$ cat config.mk
export PLATFORM = sky130hd
export DESIGN_NAME = hazard_control_unit
export DESIGN_NICKNAME = d
export VERILOG_FILES = /design/src/rtl/hazard_pkg.sv /design/src/rtl/hazard_stat_counter.sv /design/src/rtl/hazard_control_unit.sv
export SDC_FILE = /design/constraint.sdc
export NUM_CORES = 1
export LEC_CHECK = 0
export CORE_ASPECT_RATIO = 0.8
export CORE_MARGIN = 4
export CORE_UTILIZATION = 40
export DETAILED_ROUTE_END_ITERATION = 8
export MAX_ROUTING_LAYER = met4
export PLACE_DENSITY = 0.79
export SETUP_SLACK_MARGIN = 0.1
export SYNTH_ARGS = -nofsm -noshare
export SYNTH_HDL_FRONTEND = slang
export SYNTH_HIERARCHICAL = 1
export SYNTH_SLANG_ARGS = --single-unit
export TNS_END_PERCENT = 50
$ cat constraint.sdc
create_clock -name clk -period 8.4 [get_ports clk]
set_input_delay 1.68 -clock clk [delete_from_list [all_inputs] [get_ports clk]]
set_output_delay 1.68 -clock clk [all_outputs]
set_load 0.03 [all_outputs]
$ cat src/rtl/hazard_pkg.sv
// hazard_pkg
//   Shared definitions for the hazard control unit: the branch/jump opcode
//   encodings, the FSM state type and the width of the hold-cycle counter.
package hazard_pkg;

    // Width of the down-counter that tracks the remaining FLUSH/STALL cycles.
    localparam int CNT_W = 4;

    localparam logic [3:0] OP_BEQ = 4'b0011;
    localparam logic [3:0] OP_BNE = 4'b0100;
    localparam logic [3:0] OP_JMP = 4'b0101;

    typedef enum logic [1:0] {
        ST_IDLE  = 2'd0,
        ST_FLUSH = 2'd1,
        ST_STALL = 2'd2
    } hazardState_t;

endpackage

$ cat src/rtl/hazard_stat_counter.sv
// hazard_stat_counter
//   Saturating up-counter with synchronous clear.
//   Ports:
//     clk    - clock, rising edge
//     reset  - synchronous active-high reset, forces count to 0
//     clear  - synchronous clear, wins over inc
//     inc    - add one this cycle (ignored once count is all ones)
//     count  - current value
module hazard_stat_counter #(
    parameter int W = 16
) (
    input  logic         clk,
    input  logic         reset,
    input  logic         clear,
    input  logic         inc,
    output logic [W-1:0] count
);

    always_ff @(posedge clk) begin
        if (reset || clear) begin
            count <= '0;
        end else if (inc && (count != {W{1'b1}})) begin
            count <= count + W'(1);
        end
    end

endmodule

$ cat src/rtl/hazard_control_unit.sv
// hazard_control_unit
//   Pipeline hazard controller. A taken branch/jump in EX redirects the PC and
//   flushes ID/EX for FLUSH_CYCLES cycles; a load-use hazard between EX and ID
//   stalls IF/ID and bubbles EX for LOAD_STALL cycles. The first cycle of each
//   response is combinational from the EX/ID inputs; the remaining cycles are
//   driven by the FSM while its inputs are ignored.
//   Ports:
//     clk, reset             - clock, synchronous active-high reset
//     OpCode, zeroFlag       - EX opcode and ALU zero flag (branch decision)
//     memReadEX, rdEX        - EX instruction is a load, and its destination
//     rs1D, rs2D             - ID source registers
//     statClear              - synchronous clear of statCount
//     selectPCMux            - PC takes the branch target
//     stallF, stallD         - hold IF / ID registers
//     flushD, flushE         - bubble into ID / EX
//     stopSignal             - legacy alias of stallF
//     statCount              - saturating count of cycles with stallF|flushD
//     dbgState               - current FSM state, for observation only
module hazard_control_unit
    import hazard_pkg::*;
#(
    parameter int OPCODE_W     = 4,
    parameter int REG_W        = 4,
    parameter int FLUSH_CYCLES = 2,
    parameter int LOAD_STALL   = 1,
    parameter int STAT_W       = 16
) (
    input  logic                clk,
    input  logic                reset,
    input  logic [OPCODE_W-1:0] OpCode,
    input  logic                zeroFlag,
    input  logic                memReadEX,
    input  logic [REG_W-1:0]    rdEX,
    input  logic [REG_W-1:0]    rs1D,
    input  logic [REG_W-1:0]    rs2D,
    input  logic                statClear,
    output logic                selectPCMux,
    output logic                stallF,
    output logic                stallD,
    output logic                flushD,
    output logic                flushE,
    output logic                stopSignal,
    output logic [STAT_W-1:0]   statCount,
    output hazardState_t        dbgState
);

    // The first hold cycle is the combinational IDLE cycle, so the counter is
    // loaded with (total - 2) and the FSM leaves on cnt == 0.
    localparam logic [CNT_W-1:0] FLUSH_INIT =
        CNT_W'((FLUSH_CYCLES > 1) ? (FLUSH_CYCLES - 2) : 0);
    localparam logic [CNT_W-1:0] STALL_INIT =
        CNT_W'((LOAD_STALL > 1) ? (LOAD_STALL - 2) : 0);

    hazardState_t     state;
    logic [CNT_W-1:0] cnt;
    logic             branchTaken;
    logic             loadUse;

    assign branchTaken = ((OpCode == OPCODE_W'(OP_BEQ)) &&  zeroFlag) ||
                         ((OpCode == OPCODE_W'(OP_BNE)) && !zeroFlag) ||
                          (OpCode == OPCODE_W'(OP_JMP));

    assign loadUse = memReadEX && (rdEX != '0) &&
                     ((rdEX == rs1D) || (rdEX == rs2D));

    // Control outputs; held at 0 while reset is high regardless of inputs.
    always_comb begin
        selectPCMux = 1'b0;
        stallF      = 1'b0;
        stallD      = 1'b0;
        flushD      = 1'b0;
        flushE      = 1'b0;
        if (!reset) begin
            case (state)
                ST_IDLE: begin
                    if (branchTaken) begin
                        selectPCMux = 1'b1;
                        flushD      = 1'b1;
                        flushE      = 1'b1;
                    end else if (loadUse) begin
                        stallF = 1'b1;
                        stallD = 1'b1;
                        flushE = 1'b1;
                    end
                end
                ST_FLUSH: begin
                    flushD = 1'b1;
                    flushE = 1'b1;
                end
                ST_STALL: begin
                    stallF = 1'b1;
                    stallD = 1'b1;
                    flushE = 1'b1;
                end
                default: ;
            endcase
        end
    end

    assign stopSignal = stallF;
    assign dbgState   = state;

    always_ff @(posedge clk) begin
        if (reset) begin
            state <= ST_IDLE;
            cnt   <= '0;
        end else begin
            case (state)
                ST_IDLE: begin
                    if (branchTaken) begin
                        if (FLUSH_CYCLES > 1) begin
                            state <= ST_FLUSH;
                            cnt   <= FLUSH_INIT;
                        end
                    end else if (loadUse) begin
                        if (LOAD_STALL > 1) begin
                            state <= ST_STALL;
                            cnt   <= STALL_INIT;
                        end
                    end
                end
                ST_FLUSH, ST_STALL: begin
                    if (cnt == '0) begin
                        state <= ST_IDLE;
                    end else begin
                        cnt <= cnt - CNT_W'(1);
                    end
                end
                default: begin
                    state <= ST_IDLE;
                    cnt   <= '0;
                end
            endcase
        end
    end

    hazard_stat_counter #(
        .W(STAT_W)
    ) u_statCounter (
        .clk   (clk),
        .reset (reset),
        .clear (statClear),
        .inc   (stallF | flushD),
        .count (statCount)
    );

endmodule

# After elaboration in Yosys (flattened, before gate mapping)
# Index checks and enable logic that the tools add are counted.
[op_classes]
addsub = 2
muxes = 18
eq_ne = 11
n_reduce_logical = 16
bitwise_logic = 1
[ops]
columns = ["op", "n"]
rows = [
  ["16-bit by 1-bit adder with 16-bit output, second input constant", 1],
  ["16-bit inequality test, second input constant", 1],
  ["1-bit 2-to-1 mux", 9],
  ["4-bit by 3-bit == test with 1-bit output, second input constant", 2],
  ["4-bit == test", 2],
  ["4-bit 2-to-1 mux", 2],
  ["4-bit one-hot mux with 2 select lines", 1],
  ["1-bit one-hot mux with 2 select lines", 3],
  ["1-bit logical AND", 5],
  ["4-bit by 2-bit == test with 1-bit output, second input constant", 1],
  ["4-bit logical NOT", 1],
  ["1-bit logical OR", 4],
  ["2-bit 2-to-1 mux", 2],
  ["2-bit inequality test, second input constant", 2],
  ["2-bit one-hot mux with 2 select lines", 1],
  ["2-bit AND reduction", 2],
  ["4-bit nonzero test", 1],
  ["4-bit by 1-bit subtractor with 4-bit output, second input constant", 1],
  ["2-bit by 1-bit == test with 1-bit output, second input constant", 1],
  ["2-bit == test, second input constant", 1],
  ["2-bit logical NOT", 1],
  ["2-bit by 1-bit inequality test with 1-bit output, second input constant", 1],
  ["2-bit OR reduction", 1],
  ["1-bit logical NOT", 1],
  ["1-bit OR", 1],
]
[totals]
reg_bits = 22
input_bits = 21
word_cells = 51

# Logic depth before layout (Yosys ltp)
# Gate-level depths: netlist of the first run.
[logic_depth]
word_depth = 9
ltp_mapped = 8

# By module
# Netlist of the first run, hierarchy kept.
[by_module_without_submodules]
columns = ["module", "n_inst", "cells_each", "area_each_um2"]
rows = [
  ["hazard_stat_counter", 1, 95, 847.1],
  ["hazard_control_unit", 1, 55, 459.2],
]

# Worst setup path before layout of the first run
# No wires, ideal clock.
[synth_path]
path_type = "input to output"
startpoint = "input OpCode[0]"
endpoint = "output stallF"
stages = 4
t_arrival_ns = 3.171
n_path_buf = 1
slack_ns = 3.549
cell_sequence = "nor4bb_1 a2111oi_4 nor2b_1 buf_4"
[synth_via]
elab_chain_cells = 7
word_cells_on_any_way = 10
[synth_rtl]
columns = ["item", "line_no", "text"]
rows = [
  ["start: declaration", "hazard_control_unit.sv:30", "input logic [OPCODE_W-1:0] OpCode,"],
  ["4-bit by 2-bit == test with 1-bit output / 4-bit by 3-bit == test with 1-bit output (equally long branches)", "hazard_control_unit.sv:59, hazard_control_unit.sv:60", ""],
  ["1-bit logical AND (on tied branches)", "hazard_control_unit.sv:59, hazard_control_unit.sv:60", ""],
  ["1-bit logical OR", "hazard_control_unit.sv:59", "assign branchTaken = ((OpCode == OPCODE_W'(OP_BEQ)) && zeroFlag) ||"],
  ["1-bit logical OR *", "hazard_control_unit.sv:60", "((OpCode == OPCODE_W'(OP_BNE)) && !zeroFlag) ||"],
  ["1-bit 2-to-1 mux *", "-", ""],
  ["1-bit one-hot mux with 2 select lines *", "-", ""],
  ["1-bit 2-to-1 mux *", "-", ""],
  ["end: declaration", "hazard_control_unit.sv:38", "output logic stallF,"],
]
# Mark *: on every way between the ends. The rest lies on a longest branch, timed or not.

# Worst setup path after layout of the first run
[layout_path]
startpoint = "input zeroFlag"
endpoint = "output stallF"
[layout_via]
elab_chain_cells = 7
word_cells_on_any_way = 8
[layout_rtl]
columns = ["item", "line_no", "text"]
rows = [
  ["start: declaration", "hazard_control_unit.sv:31", "input logic zeroFlag,"],
  ["1-bit logical NOT", "hazard_control_unit.sv:60", ""],
  ["1-bit logical AND", "hazard_control_unit.sv:60", ""],
  ["1-bit logical OR *", "hazard_control_unit.sv:59", ""],
  ["1-bit logical OR *", "hazard_control_unit.sv:60", ""],
  ["1-bit 2-to-1 mux *", "hazard_control_unit.sv:76", "if (branchTaken) begin"],
  ["1-bit one-hot mux with 2 select lines *", "hazard_control_unit.sv:74", "case (state)"],
  ["1-bit 2-to-1 mux *", "hazard_control_unit.sv:73", "if (!reset) begin"],
]
# Marks and branches as above.

==> results by group, run 1 <==
Global route
  – Total GRT Usage: 16.4%
  – First-pass GRT wire length: 5.44 mm
  – Initial antenna violation count: 0
  – GRT Residual Overflow: 0
  – Largest net degree at the start of global routing: 16
  – Vias in the first global route: 1226

Worst setup path
  – CP arrival: 3.85 ns
  – Reg-to-Reg Start: dbgState[0]
  – Worst r2r dst: u_statCounter/count[10]
  – Req. time, crit path: 6.72 ns
  – R2R Setup Slk: 5.91 ns
  – Startpoint types: input port
  – R2R cell count: 6
  – Element type at the critical path end: primary output
  – Crit Path Class: input port to primary output
  – CP max FO: 9

Drt
  – First drt pass iteration count: 4
  – Vias per inst: 5.63
  – Post-DRT Antenna Nets: 0
  – Avg WL per Cell: ~15 um
  – Drt initial violations: 87
  – Via count: 1294
  – Final wirelength: about 3.4 mm
  – DRC violation count after routing: 0

Synthesis
  – FF+latch count, synth: 21
  – Share of the synthesized area in the top cell type: about 32%
  – Post-synth EDFFs: 0
  – Yosys cell types: 43
  – Area contributors post-synth: dfxtp_1, xor2_1, a21oi_1, o21ai_0, a41o_1
  – Fraction of registers with async set/reset: 0%
  – Most numerous cell in the Yosys netlist: dfxtp_1
  – Post-Synthesis Cells: 150
  – Yosys warns: 6
  – Synth Flop Type: dfxtp_1
  – Cell accounting for the most synthesized area: dfxtp_1
  – Post-synthesis sequential area ratio: 32.2%
  – Synth Net Count: 174
  – Most frequent cells after synthesis: dfxtp_1, a21oi_1, o21ai_0
  – Post-Synthesis Cell Area: 0.00131 mm^2
  – Avg Cell Area, Syn: just under 9 um^2

CTS
  – Clock Latency Late Sink: 0.26 ns
  – CTS resizes: 0
  – Setup bufs post-CTS: 0
  – Maximum clock path buffer count: 2
  – CTS tree: built
  – Clock root buffer: clkbuf_8
  – Cts hold-fix bufs: 0
  – Clock Sinks: 21
  – Total CTS buffers: 3
  – H-tree depth: 1
  – Clk slew on worst S/H paths: 0.07 ns

Timing
  – Period utilization: 65.9%
  – WHS: 0.505 ns
  – Post-route setup TNS: 0 ns
  – Slew headroom: ~45%
  – Highest Clock Rate: 181 MHz
  – Final setup margin: 2.87 ns
  – Final slew viol count: 0
  – Endpoints failing setup: 0
  – Final Critical Period: 5.53 ns
  – Least-Margin Pin Slew: slightly above 0.8 ns
  – RSZ-0062 raised after global routing: no
  – Final Hold Fails: 0
  – Clock Skews: 0.00269 ns

Placed design
  – Buffers on Ports: 43
  – Final GP Congestion: between 0.9 and 1
  – Area after DPL: 0.00175 mm^2
  – # placed instances: 226
  – Post-DP HPWL: 2.68 mm
  – Placement Setup Slack: ~2.8 ns

Layout
  – Non-filler cells in the finished layout: 230
  – Area of all placed cells without fillers: 0.00179 mm^2
  – Layout cells sized above 1: 6.84%
  – Final nets: between 200 and 250
  – Diode count: 0
  – Fillcell total: about 280
  – Area delta synth->final: 37.4%
  – Area of the multi-input gates: 836 um^2
  – Reg area: ~420 um^2
  – Final core utilization: 57.7%

Power
  – Gate power share: 19.0%
  – Power Density: 117 mW/mm^2
  – Reg power frac: roughly 50%
  – Sw frac: 26.4%
  – Peak VDD IR: 0.0000769 V
  – Clk network pwr share: around a third
  – Int Pwr: 155 uW
  – Total Power: 210 uW
  – P_leak: 0.622 nW
  – P_sw: 55.5 uW

Min path
  – Hold_sp: cnt[3]
  – WHS Path Cells: 2
  – Worst min path class: flip-flop to flip-flop
  – Worst Hold End: cnt[3]

Die
  – Core Box Area: 0.00311 mm^2
  – Die H: 59.1 um
  – Row cnt: 18
  – Chip Width: a little over 70 um
  – Starting Density: 42.0%
  – Die ar.: ~0.0042 mm^2
  – # IOs: 45

Run status
  – Status: finished clean

Flow run
  – Max cap viols: 0
[routing by layer]
| metal | GRT usage (%) | routed length, um |
|---|---|---|
| met1 | 20.1 | 1560 |
| met4 | 5.63 | 39 |
| met5 | - | 0 |
| met3 | 3.73 | 188 |
| met2 | 26.8 | 1640 |
[critical path: stages]
cell and delay, ns:
clkdlybuf4s50_1 0.55, nor4b_1 0.12, a2111oi_4 0.52, nor2b_1 0.27, clkdlybuf4s50_1 0.71
[worst max path at each step]
stage	startpoint	endpoint	slack, ns	cells after the start
detailed placement	zeroFlag	stallF	2.84	5
finish	zeroFlag	stallF	2.87	5
floorplan	OpCode[0]	stallF	3.55	4
global route	zeroFlag	stallF	2.75	5
CTS	zeroFlag	stallF	2.84	5
global placement	zeroFlag	stallF	2.93	5
[logic make-up (layout without fill, tap and decap cells)]
family	count (synthesis)	in the layout	synth area share, %
other	1	1	0.287
AND/OR/NAND/NOR	63	63	31.7
buffers and inverters	10	50	3.83
flip-flops	21	21	32.2
adder cells (fa/ha/maj)	3	3	2.87
AO/OA/AOI/OAI	41	41	21.7
XOR/XNOR	11	11	7.38
[flip-flops by register name (all words and copies together) (netlist names)]
register / count
cnt: 4
dbgState: 1
u_statCounter/count: 16
[power groups by stage]
| stage | logic [mW] | registers, mW | clock network (mW) |
|---|---|---|---|
| after floorplan | 0.0209 | 0.107 | 0 |
| after CTS | 0.0405 | 0.104 | 0.0676 |
| after detailed placement | 0.0403 | 0.106 | 0 |
| after global placement | 0.0385 | 0.106 | 0 |
| after global routing | 0.0439 | 0.105 | 0.0714 |
| final | 0.0399 | 0.104 | 0.0660 |
[layout make-up]
class	instances	share of cell area, %
clock inverter	1	0.279
timing repair buffer	43	24.0
multi-input combinational	119	46.6
clock buffer	3	2.30
tap	40	2.79
sequential	21	23.4
inverter	3	0.628
[cell usage in the layout, fill, tap and decap left out, types with 4 or more instances in the layout]
cell             synthesis  layout
nand4_1                  5       5
a21oi_1                 13      13
nand2_1                  8       8
clkdlybuf4s50_1          0      43
or3_1                    5       5
and4_1                   4       4
nor2_1                   8       8
xor2_1                  10      10
nor4_1                   4       4
o21ai_0                 12      12
dfxtp_1                 21      21
nand3_1                  5       5
a41o_1                   4       4
Note: power is estimated with default switching activity, not from simulation.
==> run 2: changes to the inputs <==
Clock period 8.4 ns to 5.6 ns, I/O delays scaled along.
==> results by group, run 2 (same netlist as run 1, synthesis figures left out) <==
Run status
  – Status: finished clean (unchanged)

Drt
  – Post-DRT Antenna Nets: 0 (unchanged)
  – First drt pass iteration count: 4 (unchanged)
  – Final wirelength: 3.57 mm (was 3.43 mm)
  – DRC violation count after routing: 0 (unchanged)
  – Vias per inst: 5.76 (was 5.63)
  – Drt initial violations: 74 (was 87)
  – Via count: 1331 (was 1294)
  – Avg WL per Cell: 15.4 um (was 14.9 um)

Worst setup path
  – Startpoint types: input port (unchanged)
  – Slowest stage delay, CP: 0.72 ns (was 0.71 ns)
  – CP arrival: 3.32 ns (was 3.85 ns)
  – Reg-to-Reg Start: dbgState[0] (unchanged)
  – Cell breakdown of the critical path: clkdlybuf4s50_1, nor4b_1, a2111oi_4, nor2b_1, clkdlybuf4s50_1 (unchanged)
  – Crit Path Class: input port to primary output (unchanged)
  – R2R Setup Slk: 3.51 ns (was 5.91 ns)
  – Worst r2r dst: u_statCounter/count[10] (unchanged)
  – Element type at the critical path end: primary output (unchanged)
  – CP max FO: 9 (unchanged)
  – Slowest cell on crit path: clkdlybuf4s50_1 (unchanged)
  – Req. time, crit path: 4.48 ns (was 6.72 ns)
  – R2R cell count: 7 (was 6)
  – Critical path's most frequent cell: clkdlybuf4s50_1 (unchanged)

CTS
  – Clock Latency Late Sink: 0.26 ns (about the same)
  – H-tree depth: 1 (unchanged)
  – Clk slew on worst S/H paths: 0.07 ns (about the same)
  – Clock Sinks: 21 (unchanged)
  – Cts hold-fix bufs: 0 (unchanged)
  – Clock root buffer: clkbuf_8 (unchanged)
  – CTS tree: built (unchanged)
  – Setup bufs post-CTS: 0 (unchanged)
  – CTS resizes: 0 (unchanged)
  – Total CTS buffers: 3 (unchanged)
  – Maximum clock path buffer count: 2 (unchanged)

Layout
  – Most frequent cells in the layout: clkdlybuf4s50_1, dfxtp_1, a21oi_1 (unchanged)
  – Fillcell total: 278 (was 282)
  – Diode count: 0 (unchanged)
  – Most common cell after layout, fill and taps aside: clkdlybuf4s50_1 (unchanged)
  – Max reg flops: 16 (unchanged)
  – Reg area: 420 um^2 (unchanged)
  – Area of the multi-input gates: 836 um^2 (unchanged)
  – Layout cells sized above 1: 7.33% (was 6.84%)
  – Area delta synth->final: 37.9% (was 37.4%)
  – Final nets: 216 (was 215)
  – Top reg by flops: u_statCounter/count (unchanged)

Global route
  – Total GRT Usage: 17.9% (was 16.4%)
  – First-pass GRT wire length: 5.92 mm (was 5.44 mm)
  – Vias in the first global route: 1287 (was 1226)
  – Initial antenna violation count: 0 (unchanged)
  – GRT Residual Overflow: 0 (unchanged)
  – Largest net degree at the start of global routing: 16 (unchanged)

Timing
  – WHS: 0.500 ns (was 0.505 ns)
  – Highest Clock Rate: 225 MHz
  – Clock Skews: 0.00359 ns (was 0.00269 ns)
  – Endpoints failing setup: 0 (unchanged)
  – Final slew viol count: 0 (unchanged)
  – Final setup margin: 1.16 ns (was 2.87 ns)
  – Final Hold Fails: 0 (unchanged)
  – Final Critical Period: 4.44 ns
  – Slew headroom: 56.2% (was 44.8%)
  – Post-route setup TNS: 0 ns (unchanged)
  – RSZ-0062 raised after global routing: no (unchanged)
  – Least-Margin Pin Slew: 0.648 ns (was 0.819 ns)
  – Period utilization: between 70% and 80%

Power
  – Total Power: 316 uW (was 210 uW)
  – Power Density: 175 mW/mm^2 (was 117 mW/mm^2)
  – P_leak: 0.627 nW (was 0.622 nW)
  – Peak VDD IR: 0.000191 V (was 0.0000769 V)

Die
  – Starting Density: 42.0% (unchanged)
  – Die ar.: 0.00425 mm^2 (unchanged)
  – Row cnt: 18 (unchanged)
  – Chip Width: 71.9 um (unchanged)
  – Core Box Area: 0.00311 mm^2 (unchanged)
  – # IOs: 45 (unchanged)
  – Die H: 59.1 um (unchanged)

Placed design
  – Final GP Congestion: 0.950 (was 0.951)
  – Placement Setup Slack: 1.14 ns (was 2.84 ns)
  – Post-DP HPWL: 2.75 mm (was 2.68 mm)
  – Buffers on Ports: 43 (unchanged)

Min path
  – WHS Path Cells: 2 (unchanged)
  – Worst min path class: flip-flop to flip-flop (unchanged)
  – Hold_sp: cnt[3] (unchanged)
  – Worst Hold End: cnt[3] (unchanged)

Flow run
  – Max cap viols: 0 (unchanged)
## run 2: cell count changes in the layout (fill, tap and decap cells not counted)
| cell | previous run | this run |
|---|---|---|
| buf_4 | 0 | 1 |
## run 2: critical path: cells and delay by family
family | cells | cell delay [ns]
buffers and inverters | 2 | 1.27
AOI/OAI and AO/OA | 1 | 0.53
and+or+nand+nor | 2 | 0.41
## run 2: cell type report
type / instances / area share [%]
clock buffer: 3 / 2.29
clock inverter: 1 / 0.278
inverter: 3 / 0.625
multi-input combinational: 119 / 46.4
sequential: 21 / 23.3
tap: 40 / 2.78
timing repair buffer: 44 / 24.3
## run 2: how the worst max path moves through the flow
stage / from / to
5_1_grt: OpCode[1] / stallF
3_3_place_gp: zeroFlag / stallF
4_1_cts: zeroFlag / stallD
6_report: zeroFlag / stallD
2_1_floorplan: OpCode[0] / stallF
3_5_place_dp: zeroFlag / stallD
## run 2: power by group
part           leakage (nW)  switching [mW]  internal (mW)
clock network        0.0255          0.0484         0.0496
registers             0.170         0.00378          0.152
logic                 0.432          0.0305         0.0310
## run 2: stage by stage
step	cells	cell area (um^2)	util, %
after floorplan	150	1310	-
after global placement	227	1760	56.5
after detailed placement	227	1760	56.5
after CTS	231	1800	58.0
after global routing	231	1800	58.0
final	231	1800	58.0
## run 2: routing by layer
layer	track usage, %	share of wire, %
met3	3.90	4.8
met2	30.1	49
met4	6.43	1.4
met5	-	0
met1	21.2	45
==> RTL change, RTL diff (config.mk and constraints of run 1) <==
Reset style: asynchronous (`reset`), changed in one clocked block. Comments in the files are not updated.
--- a/src/rtl/hazard_control_unit.sv
+++ b/src/rtl/hazard_control_unit.sv
@@ -100,7 +100,7 @@
     assign stopSignal = stallF;
     assign dbgState   = state;
 
-    always_ff @(posedge clk) begin
+    always_ff @(posedge clk or posedge reset) begin
         if (reset) begin
             state <= ST_IDLE;
             cnt   <= '0;
Check against the original RTL: differs if reset is asserted again (counterexample within 4 cycles, from zero or initial values and one cycle with reset high); with reset held inactive, the same outputs for 10 cycles.
==> RTL change against run 1 <==
Worst hold slack hardly changed; combinational power is 21% lower; wire length fell by 0.15%; sequential cell count unchanged; design area up 0.84%; area after synthesis increased by 0.96%; worst setup slack lost 0.15 ns; clock power about the same; total power decreased by 5.3%; critical path type unchanged; largest power group unchanged; highest routed layer unchanged.
==> RTL change: results (changes against run 1) <==
The flow ran to the end, and the final reports show no timing, DRC or antenna violations. The relative contribution of the clock network to total power is 33.2% (was 31.4%), and the worst hold path depth is 1 (was 2). The violation count after the first detailed-routing iteration was 28 (was 87); the fraction of synthesis flops using an asynchronous set or reset pin was 23.81% (was 0%).

The combined global-route utilization of all metal layers came out at 17.68% (was 16.44%). Maximum fanout count along the critical path: 3 (was 9). The final layout net count is 212 (was 215), and the fraction of area in registers is 24.62% (was 23.43%).

The wire length on met2 was 1.782 mm (was 1.637 mm); the mean number of vias per cell was 5.736 (was 5.626). The tools report the number of distinct library cells after synthesis as 45 (was 43). The wire length of the first global-routing pass was 5.754 mm (was 5.444 mm). The maximum single-stage delay on the critical path is 0.74 ns (was 0.71 ns), and the total area of multi-input combinational cells is 815.8 µm² (was 835.8 µm²). For the met3 global-route usage, the log shows 4.576% (was 3.729%).

The total met3 wirelength after detailed routing was 156 µm (was 188 µm); the setup slack at placement was 2.690 ns (was 2.842 ns). The tools report the normalized max-slew margin as 57.88% (was 44.83%). The detailed-routing wirelength on met1 is 1.414 mm (was 1.559 mm).

The average instance area after synthesis was 9.033 µm² (was 8.708 µm²); the routability congestion estimate was 0.8157 (was 0.9513). The run gives 227 (was 230) as the count of non-filler cells in the finished layout. Top post-synthesis cells by area: sky130_fd_sc_hd__dfxtp_1 (24%), sky130_fd_sc_hd__dfrtp_1 (9.5%), sky130_fd_sc_hd__xor2_1 (6.6%) (was sky130_fd_sc_hd__dfxtp_1 (32%), sky130_fd_sc_hd__xor2_1 (6.7%), sky130_fd_sc_hd__a21oi_1 (5.0%)). The internal power came out at 150.0 µW (was 154.7 µW). Top cells by instance count after synthesis: sky130_fd_sc_hd__dfxtp_1 (16), sky130_fd_sc_hd__xor2_1 (10), sky130_fd_sc_hd__a21oi_1 (9), sky130_fd_sc_hd__nor2_1 (9) (was sky130_fd_sc_hd__dfxtp_1 (21), sky130_fd_sc_hd__a21oi_1 (13), sky130_fd_sc_hd__o21ai_0 (12)).

Post-detailed-placement cell area: 0.001764 mm² (was 0.001748 mm²). The non-clock buffer area fraction after layout was 23.79% (was 23.99%). The tools report the sequential fraction of the synthesis area as 33.78% (was 32.18%).

The multi-input combinational cell count was 113 (was 119). For the layout clock buffer count, the log shows 4 (was 3). The number of cells in the design after placement was 223 (was 226). The detailed placer's ending HPWL came out at 2.629 mm (was 2.679 mm).

The fraction of final layout cells with drive strength greater than 1 works out to 7.487% (was 6.842%). The worst endpoint data arrival time is 4.00 ns (was 3.85 ns), and the worst clock skew is 0.001402 ns (was 0.002694 ns). The floorplan die area came out at 0.004285 mm² (was 0.004249 mm²).
RTL change: cell count changes in the layout (fill, tap and decap cells not counted), sizes merged, moves of 3 or more:
cell,before,now
a21oi,13,9
dfrtp,0,5
dfxtp,21,16
inv,3,6
nor2b,3,0
RTL change: path summary, 6_finish.rpt:
check                             from                endpoint  slack, ns
hold reg to reg                 cnt[0]                  cnt[0]       0.51
min in group asynchronous        reset                  cnt[2]       1.77
max in group asynchronous        reset                  cnt[0]       6.45
hold / removal                  cnt[0]                  cnt[0]       0.51
setup / recovery               rdEX[3]                  stallD       2.72
setup reg to reg           dbgState[0]  u_statCounter/count[6]       6.18
RTL change: cells by family after synthesis:
| logic type | after synthesis | share of synthesized area [%] |
|---|---|---|
| AND/OR/NAND/NOR | 58 | 28.18 |
| other | 1 | 0.2844 |
| adder cells (fa/ha/maj) | 3 | 2.847 |
| flip-flops | 21 | 33.78 |
| AO/OA/AOI/OAI | 39 | 22.58 |
| buffers and inverters | 12 | 4.364 |
| XOR/XNOR | 12 | 7.970 |
